**config.mk**
```make
export PLATFORM = sky130hd
export DESIGN_NAME = aes_byte_sequencer
export DESIGN_NICKNAME = d
export VERILOG_FILES = /design/src/rtl/aes_byte_sequencer.sv
export SDC_FILE = /design/constraint.sdc
export NUM_CORES = 1
export LEC_CHECK = 0
export CAP_MARGIN = 15
export CORE_MARGIN = 4
export CORE_UTILIZATION = 55
export DETAILED_ROUTE_END_ITERATION = 7
export PLACE_DENSITY = 0.82
export SYNTH_ARGS = -nofsm -noshare
export SYNTH_HDL_FRONTEND = slang
export SYNTH_SLANG_ARGS = --single-unit
```
**constraint.sdc**
```tcl
create_clock -name clk -period 5.3 [get_ports clk]
set_input_delay 1.06 -clock clk [delete_from_list [all_inputs] [get_ports clk]]
set_output_delay 1.06 -clock clk [all_outputs]
set_load 0.01 [all_outputs]
```
**src/rtl/aes_byte_sequencer.sv**
```systemverilog
// aes_byte_sequencer: byte-stream command front end that loads key/data into aes_serial_interface and streams results back.
module aes_byte_sequencer #(
  parameter int TIMEOUT_CYCLES = 4096,
  parameter int TMO_W = 13
) (
  input  logic       clk,
  input  logic       rst,
  input  logic [7:0] in_data,
  input  logic       in_valid,
  output logic       in_ready,
  output logic [7:0] out_data,
  output logic       out_valid,
  input  logic       out_ready,
  output logic [7:0] aes_data_in,
  output logic [4:0] aes_addr,
  output logic       aes_wr_en,
  output logic       aes_start,
  output logic       aes_decrypt,
  input  logic [7:0] aes_data_out,
  input  logic       aes_done,
  output logic       seq_busy,
  output logic       err,
  output logic [1:0] err_code
);
  localparam logic [3:0] S_CMD   = 4'd0;
  localparam logic [3:0] S_KEY   = 4'd1;
  localparam logic [3:0] S_DATA  = 4'd2;
  localparam logic [3:0] S_GAP   = 4'd3;
  localparam logic [3:0] S_START = 4'd4;
  localparam logic [3:0] S_WAIT  = 4'd5;
  localparam logic [3:0] S_RADDR = 4'd6;
  localparam logic [3:0] S_RCAP  = 4'd7;
  localparam logic [3:0] S_SEND  = 4'd8;
  localparam logic [3:0] S_REL   = 4'd9;
  logic [3:0]       r_state;
  logic [3:0]       r_idx;
  logic [TMO_W-1:0] r_tmo;
  logic             r_key_loaded;
  logic             w_is_key;
  assign in_ready = rst && (r_state == S_CMD || r_state == S_KEY || r_state == S_DATA);
  assign seq_busy = r_state != S_CMD;
  assign w_is_key = r_state == S_KEY;
  always_ff @(posedge clk) begin
    if (!rst) begin
      r_state      <= S_CMD;
      r_idx        <= 4'd0;
      r_tmo        <= '0;
      r_key_loaded <= 1'b0;
      out_data     <= 8'd0;
      out_valid    <= 1'b0;
      aes_data_in  <= 8'd0;
      aes_addr     <= 5'd0;
      aes_wr_en    <= 1'b0;
      aes_start    <= 1'b0;
      aes_decrypt  <= 1'b0;
      err          <= 1'b0;
      err_code     <= 2'd0;
    end else begin
      aes_wr_en <= 1'b0;
      err       <= 1'b0;
      err_code  <= 2'd0;
      case (r_state)
        S_CMD: if (in_valid) begin
          if (|in_data[7:2]) begin
            err      <= 1'b1;
            err_code <= 2'd1;
          end else if (!in_data[1] && !r_key_loaded) begin
            err      <= 1'b1;
            err_code <= 2'd2;
          end else begin
            aes_decrypt <= in_data[0];
            r_idx       <= 4'd0;
            r_state     <= in_data[1] ? S_KEY : S_DATA;
          end
        end
        S_KEY, S_DATA: if (in_valid) begin
          aes_wr_en   <= 1'b1;
          aes_addr    <= {w_is_key, r_idx};
          aes_data_in <= in_data;
          r_idx       <= r_idx + 4'd1;
          if (r_idx == 4'd15) begin
            r_key_loaded <= r_key_loaded | w_is_key;
            r_state      <= w_is_key ? S_DATA : S_GAP;
          end
        end
        S_GAP: r_state <= S_START;
        S_START: begin
          aes_start <= 1'b1;
          r_tmo     <= '0;
          r_state   <= S_WAIT;
        end
        S_WAIT: if (aes_done) begin
          r_idx    <= 4'd0;
          aes_addr <= 5'd0;
          r_state  <= S_RADDR;
        end else if (r_tmo == TMO_W'(TIMEOUT_CYCLES - 1)) begin
          err         <= 1'b1;
          err_code    <= 2'd3;
          aes_start   <= 1'b0;
          aes_decrypt <= 1'b0;
          r_state     <= S_CMD;
        end else r_tmo <= r_tmo + TMO_W'(1);
        S_RADDR: r_state <= S_RCAP;
        S_RCAP: begin
          out_data  <= aes_data_out;
          out_valid <= 1'b1;
          r_state   <= S_SEND;
        end
        S_SEND: if (out_ready) begin
          out_valid <= 1'b0;
          r_idx     <= r_idx + 4'd1;
          aes_addr  <= {1'b0, r_idx + 4'd1};
          r_state   <= r_idx == 4'd15 ? S_REL : S_RADDR;
        end
        S_REL: begin
          aes_start <= 1'b0;
          if (!aes_done) begin
            aes_decrypt <= 1'b0;
            r_state     <= S_CMD;
          end
        end
        default: r_state <= S_CMD;
      endcase
    end
  end
endmodule

```
After elaboration in Yosys (flattened, before gate mapping)
Index checks and enable logic that the tools add are counted.

operators by class
  add/subtract/negate cells = 2
  equal/unequal tests = 23
  muxes and demuxes = 50
  bitwise logic cells = 1
  reduce and logical (&&, ||, !) cells = 26

operators with widths
  cell                   number
  $mux 4                 16
  $pmux 4 s9             1
  $mux 13                2
  $pmux 13 s2            1
  $ne 2x2->1 const B     11
  $eq 4x3->1 const B     4
  $pmux 4 s4             1
  $mux 5                 3
  $pmux 5 s3             1
  $mux 1                 14
  $reduce_and 7->1       2
  $add 13x1->13 const B  1
  $eq 13x12->1 const B   1
  $eq 4x4->1 const B     3
  $mux 2                 6
  $reduce_and 3->1       3
  $reduce_bool 3->1      3
  $eq 4x2->1 const B     2
  $reduce_and 8->1       1
  $reduce_bool 4->1      2
  $pmux 1 s3             2
  $reduce_and 2->1       3
  $reduce_or 6->1        1
  $add 4x1->4 const B    1
  other kinds (12)       17

word-level totals
  register bits = 50
  input port bits = 21
  output and inout bits = 30
  logic and storage cells = 115

Depth between registers and ports, before layout
Gate-level depths: netlist of the first run.

  depth after elaboration = 6
  depth in mapped cells = 7
  gate-level depth less buffers = 6

Worst setup path before layout of the first run
No wires, ideal clock.

  kind = input to output
  start = in rst
  end = out in_ready
  arrival = 1502 ps
  required time = 4240 ps
  path slack = 2738 ps
  stages = 2
  buffers on the path = 1
  path through = clkbuf_1 and2_1

between the ends
  cells in the longest elaborated chain, start to end = 1

RTL lines
  element            RTL line  source
  from (decl)        7         input logic rst,
  $logic_and 1x1->1  40        assign in_ready = rst && (r_state == S_CMD || r_state == S_KEY || r_state == S_DATA);
  to (decl)          10        output logic in_ready,

No other way between the ends.

Final worst setup path of the first run
Ends and elaborated chain as after synthesis.

==> results.toml, run 1 <==
[timing]
tns_ps = 0
slew_headroom_pct = 29.72
rsz0062_at_grt = "false"
drv_slew = 0
finalCriticalPeriod_ps = 3667
skew_ps = 7.321
period_share_pct = 69.18
max_freq_mhz = 272.7
tightestPinTransition_ps = 1053
hold_ws_ps = 456.9
hold_violations = 0
setup-violations-final = 0

[clock_network]
clkSinkCount = 50
cts_tree = "done"
cts_made_buffers = 5
htreeDepth = 2
postCtsSetupRepairBufs = 0
cts.path.max_buffers = 2
cts_hold_buf = 0
cts_resized = 0
cts-root-buf = "clkbuf_8"
clk_latency_ps = 300
path_clk_slew_ps = 80

[synthesis]
async_flop_share_pct = 0
netlist.area_leader.share_pct = 39.31
syn_avg_cell_area_um2 = 8.403
mappedNetlistArea_mm2 = 0.002546
syn_nets = 326
synth_area_leaders = "dfxtp_1 (39%), a21oi_1 (5.7%), nand2_1 (5.5%)"
ys_warn_count = 0
yosysUniqueCellTypes = 61
syn_inst = 303
synth_top_flop_cell = "dfxtp_1"
synth_top_cell_by_area = "dfxtp_1"
synth_sequential_area_ratio_pct = 39.31
ys_ff_latch = 50
synth-edff-count = 0

[drt]
drt_iter0_markers = 149
wl_met2_um = 3059
drcViolationCount = 0
wl_per_cell_um = 15.78
first_pass_iters = 4
wl_met1_um = 2809
vias = 2388
detail-route-antenna-nets = 0
highest_layer = "met4"
wirelength_um = 6282
wl_met3_um = 345
drt-vias-per-instance = 6.000

[floorplanning]
initial_utilization_pct = 57.68
core_region_area_mm2 = 0.004414
die_w_um = 76.04
die_h_um = 76.04
ios = 51
placementRows = 24
dieArea_mm2 = 0.005782

[critical_path]
cpMostUsedCell = "clkdlybuf4s50_1"
critPathKind = "in -> out"
r2r_cells = 5
timing.rr.end = "aes_addr[0]"
end_kind = "primary output"
crit_arrival_ps = 2610
cp-start-kind = "input port"
crit_path_max_incr_delay_ps = 800
cp-endpoint = "in_ready"
cp_max_fo = 14
setup.worst_path.start = "rst"
slowest_stage = "clkdlybuf4s50_1"
timing.rr.start = "r_state[0]"
path_cells = "clkdlybuf4s50_1, and2_1, clkdlybuf4s50_1"
cp.required_ps = 4240
ff2ff_setup_slack_ps = 2750

[job]
cap_violations = 0

[global_route]
grt_pass1_vias = 2225
grt_pass1_wl_um = 11050
grtUsageTotal_pct = 22.60
grt-ovfl-total = 0
grt_max_degree = 36
antenna_found_initial = 0

[place]
postPlaceCellArea_mm2 = 0.003028
placedCellCount = 390
portBuffers = 50
dp_hpwl_um = 4479
gp_congestion = 0.8208

[pwr]
power_mw = 0.7278
peakVddDrop_uv = 151.9
powerDensity_mw_per_mm2 = 233.3
p_leak_nw = 1.064

[finish]
diodes = 0
stdcell_area_mm2 = 0.003119
fin_nets = 368
syn_to_final_growth_pct = 22.51
fin_cells = 398
fillers = 357
final_cell_mix = "dfxtp_1 (50), clkdlybuf4s50_1 (50), nand2_1 (37), nor2_1 (32), a21oi_1 (29)"
drive_gt1_share_pct = 6.936

[worst_hold_path]
hp-class = "reg -> reg"

[status]
status = "finished clean"
through the flow:
step	util [%]	setup WS [ps]
after floorplan	-	2738
after global placement	68.59	1699
after detailed placement	68.59	1680
after CTS	70.66	1644
after global routing	70.66	1563
final	70.66	1633
sequential cells by signal, indices dropped and copies added (netlist names):
register and count:
r_tmo 13, r_key_loaded 1, r_idx 4, r_state 4, aes_addr 5, err_code 2
aes_wr_en 1, aes_start 1, aes_decrypt 1, err 1, out_data 8, out_valid 1
aes_data_in 8
where the power goes:
group	switching [mW]	leakage, nW	internal [mW]
logic	0.0519	0.612	0.0535
registers	0.0124	0.404	0.385
clock network	0.120	0.0482	0.105
total	0.184	1.06	0.544
cells in the mapped netlist (3+ instances only):
cell and count:
dfxtp_1 50, nand2_1 37, nor2_1 32, a21oi_1 29, nand3_1 15, mux2i_1 11
a211oi_1 7, clkbuf_1 7, o21ai_0 7, inv_1 6, nand4_1 6, or3_1 6
nor3_1 5, nor4_1 4, xnor2_1 4, a21boi_1 3, and2_1 3, buf_2 3
nand3_2 3, nor2b_1 3, o21ai_1 3
routing by layer:
layer	up-vias	global-route usage, %
met3	8	4.846
met2	87	36.30
met4	0	6.940
li1	1184	-
met5	-	0
met1	1109	30.23
final cells by class:
class / count / area (um2) / area share, %
Clock buffer: 7 / 86.33 / 2.768
Clock inverter: 1 / 5.005 / 0.1604
Inverter: 8 / 30.03 / 0.9627
Multi-Input combinational cell: 230 / 1431 / 45.89
Sequential cell: 50 / 1001 / 32.09
Tap cell: 52 / 65.06 / 2.086
Timing Repair Buffer: 50 / 500.5 / 16.04
how the worst min path moves through the flow:
| stage | cells after the start | from | to | slack [ps] |
|---|---|---|---|---|
| floorplan | 2 | r_tmo[11] | r_tmo[11] | 450 |
| global placement | 2 | out_data[7] | out_data[7] | 440 |
| detailed placement | 2 | out_data[5] | out_data[5] | 450 |
| CTS | 2 | out_data[5] | out_data[5] | 460 |
| global route | 2 | out_data[3] | out_data[3] | 480 |
| finish | 2 | out_data[0] | out_data[0] | 460 |
logic make-up after synthesis:
group | count (synthesis) | share of synthesized area [%]
AOI/OAI and AO/OA | 73 | 19.07
xor gates and xnor gates | 6 | 2.064
buffers and inverters | 23 | 4.471
adders and majority gates | 2 | 0.9826
and+or+nand+nor | 138 | 29.78
DFF | 50 | 39.31
muxes | 11 | 4.324
worst max-delay path, delay by kind of cell:
| family | cells | cell delay (ps) |
|---|---|---|
| buffers and inverters | 2 | 1330 |
| AND/OR/NAND/NOR | 1 | 210 |
Power figures use the tool's default switching activity.
==> run 2, diff against run 1 <==
Settings changed: CORE_UTILIZATION 55 to 51, PLACE_DENSITY 0.82 to 0.77.
Clock period 5.3 ns to 3.7 ns, I/O delays scaled along.
==> run 2 against run 1 <==
- sequential power increased by 41%
- design area rose by 2.0%
- utilization down 4.2 points
- critical endpoint is now seq_busy
- routed wire length down 3.9%
- global-route usage decreased by 2.3 points
- worst setup slack worse by 750 ps
- via count fell by 2.7%
- first-iteration DRC count decreased by 13%
- register-to-register slack worse by 1500 ps
- flip-flop and latch count is the same
- die area grew 7.0%
- largest power group unchanged
- hold slack is essentially flat
==> results.toml, run 2 (synthesized netlist as in run 1, its figures left out) <==
[pwr]
powerDensity_mw_per_mm2 = 343.5
clock_power_share_pct = 34.0
p_switching_mw = 0.2598
peakVddDrop_uv = 189.8
p_int_mw = 0.8337
seqPwrFrac_pct = 51.3
p_comb_share_pct = 14.7
sw_frac_of_total_pct = 23.76
p_leak_nw = 1.088

[critical_path]
crit_path_max_incr_delay_ps = 500
crit_arrival_ps = 2080
cp_max_fo = 16
timing.rr.start = "r_tmo[0]"
cp.required_ps = 2960
cp_num_buf_inv = 2
critPathTopFamily = "simple AND/OR/NAND/NOR gates"
critPathKind = "reg -> out"
timing.rr.end = "r_tmo[3]"
path_cells = "or2_1, nor3_2, inv_1, clkdlybuf4s50_1"
cp-start-kind = "flip-flop"
r2r_cells = 6
slowest_stage = "dfxtp_1"
end_kind = "primary output"
ff2ff_setup_slack_ps = 1250

[drt]
detail-route-antenna-nets = 0
wirelength_um = 6039
wl_per_cell_um = 14.48
drt_iter0_markers = 130
drt-vias-per-instance = 5.571
vias = 2323
drcViolationCount = 0
first_pass_iters = 5

[floorplanning]
dieArea_mm2 = 0.006187
die_w_um = 78.66
initial_utilization_pct = 53.20
placementRows = 25
ios = 51
core_region_area_mm2 = 0.004786
die_h_um = 78.66

[timing]
hold_violations = 0
tns_ps = 0
skew_ps = 7.102
max_freq_mhz = 354.8
setup-violations-final = 0
rsz0062_at_grt = "false"
slew_headroom_pct = 49.98
tightestPinTransition_ps = 748.7
finalCriticalPeriod_ps = 2819
period_share_pct = 76.18
drv_slew = 0

[clock_network]
clk_latency_ps = 290
htreeDepth = 2
clkSinkCount = 50
postCtsSetupRepairBufs = 0
cts_resized = 0
cts_made_buffers = 5
path_clk_slew_ps = 90
cts_tree = "done"
cts-root-buf = "clkbuf_8"
cts_hold_buf = 0
cts.path.max_buffers = 2

[global_route]
grt_pass1_wl_um = 10220
grtUsageTotal_pct = 20.34
grt_max_degree = 25
antenna_found_initial = 0
grt_pass1_vias = 2145
grt-ovfl-total = 0

[finish]
fin_nets = 372
stdcell_area_mm2 = 0.003183
reg.largest.list = "r_tmo: 13 flops, aes_data_in: 8 flops, out_data: 8 flops"
final_cell_mix = "dfxtp_1 (50), clkdlybuf4s50_1 (50), nand2_1 (37), nor2_1 (32), a21oi_1 (29)"
diodes = 0
largest_reg_flops = 13
fillers = 419
fin_cells = 417
regMostFlops = "r_tmo"
syn_to_final_growth_pct = 25.01
drive_gt1_share_pct = 7.714

[place]
portBuffers = 50
placedCellCount = 409
dp_hpwl_um = 4400
postPlaceCellArea_mm2 = 0.003077
gp_congestion = 0.8221

[worst_hold_path]
hold_path_end = "out_data[2]"
holdPathStages = 2
hold_start = "out_data[2]"
hp-class = "reg -> reg"

[job]
cap_violations = 0

[status]
status = "finished clean"
[run 2: power groups by stage]
stage          combinational, mW  sequential (mW)  clock [mW]
6_report                   0.161            0.561       0.372
4_1_cts                    0.162            0.561       0.381
5_1_grt                    0.177            0.563       0.406
3_5_place_dp               0.161            0.573           0
3_3_place_gp               0.160            0.573           0
2_1_floorplan             0.0904            0.576           0
[run 2: how the worst max path moves through the flow]
stage                            end        from  cells past startpoint  slack [ps]
after floorplan           r_state[0]  in_data[2]                      5        1640
after global placement    r_state[3]  in_data[2]                      6         980
after detailed placement  r_state[3]  in_data[2]                      6         980
after CTS                   seq_busy  r_state[2]                      4         880
after global routing        seq_busy  r_state[2]                      4         750
final                       seq_busy  r_state[2]                      4         880
[run 2: area by class of cell]
| class | instances | area (um2) | area share, % |
|---|---|---|---|
| clock buffers | 7 | 76.32 | 2.398 |
| clock inverters | 1 | 30.03 | 0.9434 |
| flip-flops and latches | 50 | 1001 | 31.45 |
| inverters | 8 | 30.03 | 0.9434 |
| well taps | 67 | 83.83 | 2.634 |
| multi-input cells | 230 | 1431 | 44.97 |
| repair buffers | 54 | 530.5 | 16.67 |
[run 2: tightest hold or removal path, cell delays in order (launching register included)]
cell,delay (ps)
dfxtp_1,310
nand2_1,50
a21oi_1,50
[run 2: routing by layer]
metal | GRT usage (%) | vias up | wire length [um]
met2 | 32.94 | 65 | 2856
met3 | 4.128 | 9 | 324
met5 | 0 | - | 0
li1 | - | 1193 | -
met4 | 5.594 | 0 | 64
met1 | 27.43 | 1056 | 2792
[run 2: through the flow]
step	hold slack, ps	utilization, %	worst slack (ps)	total power, mW
4_1_cts	458.2	66.51	883.7	1.103
3_3_place_gp	441.9	64.29	979.7	0.7332
3_5_place_dp	446.4	64.29	977.2	0.7339
5_1_grt	480.4	66.51	749.5	1.146
6_report	456.5	66.51	881.3	1.094
2_1_floorplan	446.0	-	1637	0.6659
==> run 3, diff against run 2 <==
Clock period 3.7 ns to 2.6 ns, I/O delays scaled along.
==> run 3 against run 2 <==
- final cell count up 1.2%
- first-iteration DRC count down 15%
- sequential share of layout area down 0.18 points
- critical endpoint unchanged
- non-clock buffer count up 6
- power up 34%
==> results.toml, run 3 (synthesized netlist as in run 1, its figures left out) <==
[finish]
fin_util_pct = 66.90
syn_to_final_growth_pct = 25.75
seq_area_mm2 = 0.001001
reg.largest.list = "r_tmo: 13 flops, aes_data_in: 8 flops, out_data: 8 flops"
multi_input_area_mm2 = 0.001431
fin_cells = 422
largest_reg_flops = 13
fillers = 402
regMostFlops = "r_tmo"
fin_nets = 378
final_cell_mix = "dfxtp_1 (50), clkdlybuf4s50_1 (50), nand2_1 (37), nor2_1 (32), a21oi_1 (29)"
drive_gt1_share_pct = 9.296
diodes = 0

[timing]
skew_ps = 7.488
setup-violations-final = 0
slew_headroom_pct = 57.07
drv_slew = 0
period_share_pct = 95.19
hold_violations = 0
tns_ps = 0
finalCriticalPeriod_ps = 2475
tightestPinTransition_ps = 643.1
max_freq_mhz = 404.0
rsz0062_at_grt = "false"

[worst_hold_path]
hold_start = "out_data[6]"
holdPathStages = 2
hp-class = "reg -> reg"
hold_path_end = "out_data[6]"

[drt]
first_pass_iters = 4
detail-route-antenna-nets = 0
wirelength_um = 6081
drcViolationCount = 0
drt-vias-per-instance = 5.588
vias = 2358
drt_iter0_markers = 111
wl_per_cell_um = 14.41

[critical_path]
crit_arrival_ps = 1950
timing.rr.end = "r_tmo[4]"
cp-start-kind = "flip-flop"
end_kind = "primary output"
path_cells = "or2_1, nor3_2, inv_1, clkdlybuf4s50_1"
crit_path_max_incr_delay_ps = 500
timing.rr.start = "r_state[3]"
cp.required_ps = 2080
slowest_stage = "clkdlybuf4s50_1"
ff2ff_setup_slack_ps = 370
critPathKind = "reg -> out"
r2r_cells = 5
cp_max_fo = 11

[place]
placedCellCount = 415
dp_hpwl_um = 4513
portBuffers = 50
gp_congestion = 0.8908

[job]
cap_violations = 0

[clock_network]
postCtsSetupRepairBufs = 0
cts-root-buf = "clkbuf_8"
cts_tree = "done"
cts_made_buffers = 5
path_clk_slew_ps = 90
cts.path.max_buffers = 2
htreeDepth = 2
clk_latency_ps = 290
clkSinkCount = 50
cts_resized = 0
cts_hold_buf = 0

[global_route]
grt-ovfl-total = 0
antenna_found_initial = 0
grt_max_degree = 22
grtUsageTotal_pct = 20.00
grt_pass1_vias = 2142
grt_pass1_wl_um = 10050

[status]
status = "finished clean"

[floorplanning]
ios = 51
initial_utilization_pct = 53.20
core_region_area_mm2 = 0.004786
die_w_um = 78.66
dieArea_mm2 = 0.006187
die_h_um = 78.66
placementRows = 25

[pwr]
p_leak_nw = 1.103
peakVddDrop_uv = 264.9
powerDensity_mw_per_mm2 = 456.8
power_mw = 1.463
-- run 3: cell count changes in the layout (fill, tap and decap cells not counted), sizes merged --
| cell | change |
|---|---|
| buf | +6 |
| bufinv | -1 |
| clkbuf | -1 |
| clkinvlp | +1 |
-- run 3: through the flow --
stage | instance area, um2 | setup slack [ps] | hold slack [ps]
finish | 3202 | 125.0 | 457.5
global route | 3202 | 79.10 | 495.1
floorplan | 2546 | 720.3 | 446.0
global placement | 3122 | 89.09 | 442.5
detailed placement | 3122 | -19.95 | 445.9
CTS | 3202 | 145.5 | 458.2
-- run 3: area by class of cell --
| cell class | instances | share of cell area (%) |
|---|---|---|
| clock inverter | 1 | 0.2345 |
| inverter | 8 | 0.9379 |
| multi-input combinational | 230 | 44.70 |
| sequential | 50 | 31.26 |
| clock buffer | 6 | 2.267 |
| timing repair buffer | 60 | 17.98 |
| tap | 67 | 2.618 |
-- run 3: worst max path at each step --
stage,from,end,slack (ps),depth (start not counted)
floorplan,r_tmo[0],r_tmo[11],720,7
global placement,in_data[2],r_state[3],90,6
detailed placement,in_data[2],r_state[1],-20,6
CTS,r_state[2],seq_busy,150,4
global route,r_state[2],seq_busy,80,4
finish,r_state[2],seq_busy,130,4
-- run 3: report_power, final --
group	switching (mW)	leakage, nW	internal [mW]
combinational	0.119	0.662	0.118
clock	0.242	0.0373	0.185
sequential	0.0140	0.404	0.784
-- run 3: critical path, delay by kind of cell (launching register included) --
kind | cells | cell delay (ps)
and+or+nand+nor | 2 | 670
buffers and inverters | 2 | 570
DFF | 1 | 420
-- run 3: layer usage --
| metal | vias to the layer above | track usage [%] | share of wire (%) |
|---|---|---|---|
| met5 | - | 0 | 0 |
| met4 | 0 | 5.594 | 1.0 |
| met3 | 6 | 3.899 | 4.8 |
| met2 | 58 | 32.77 | 46 |
| met1 | 1096 | 26.71 | 48 |
| li1 | 1198 | - | - |
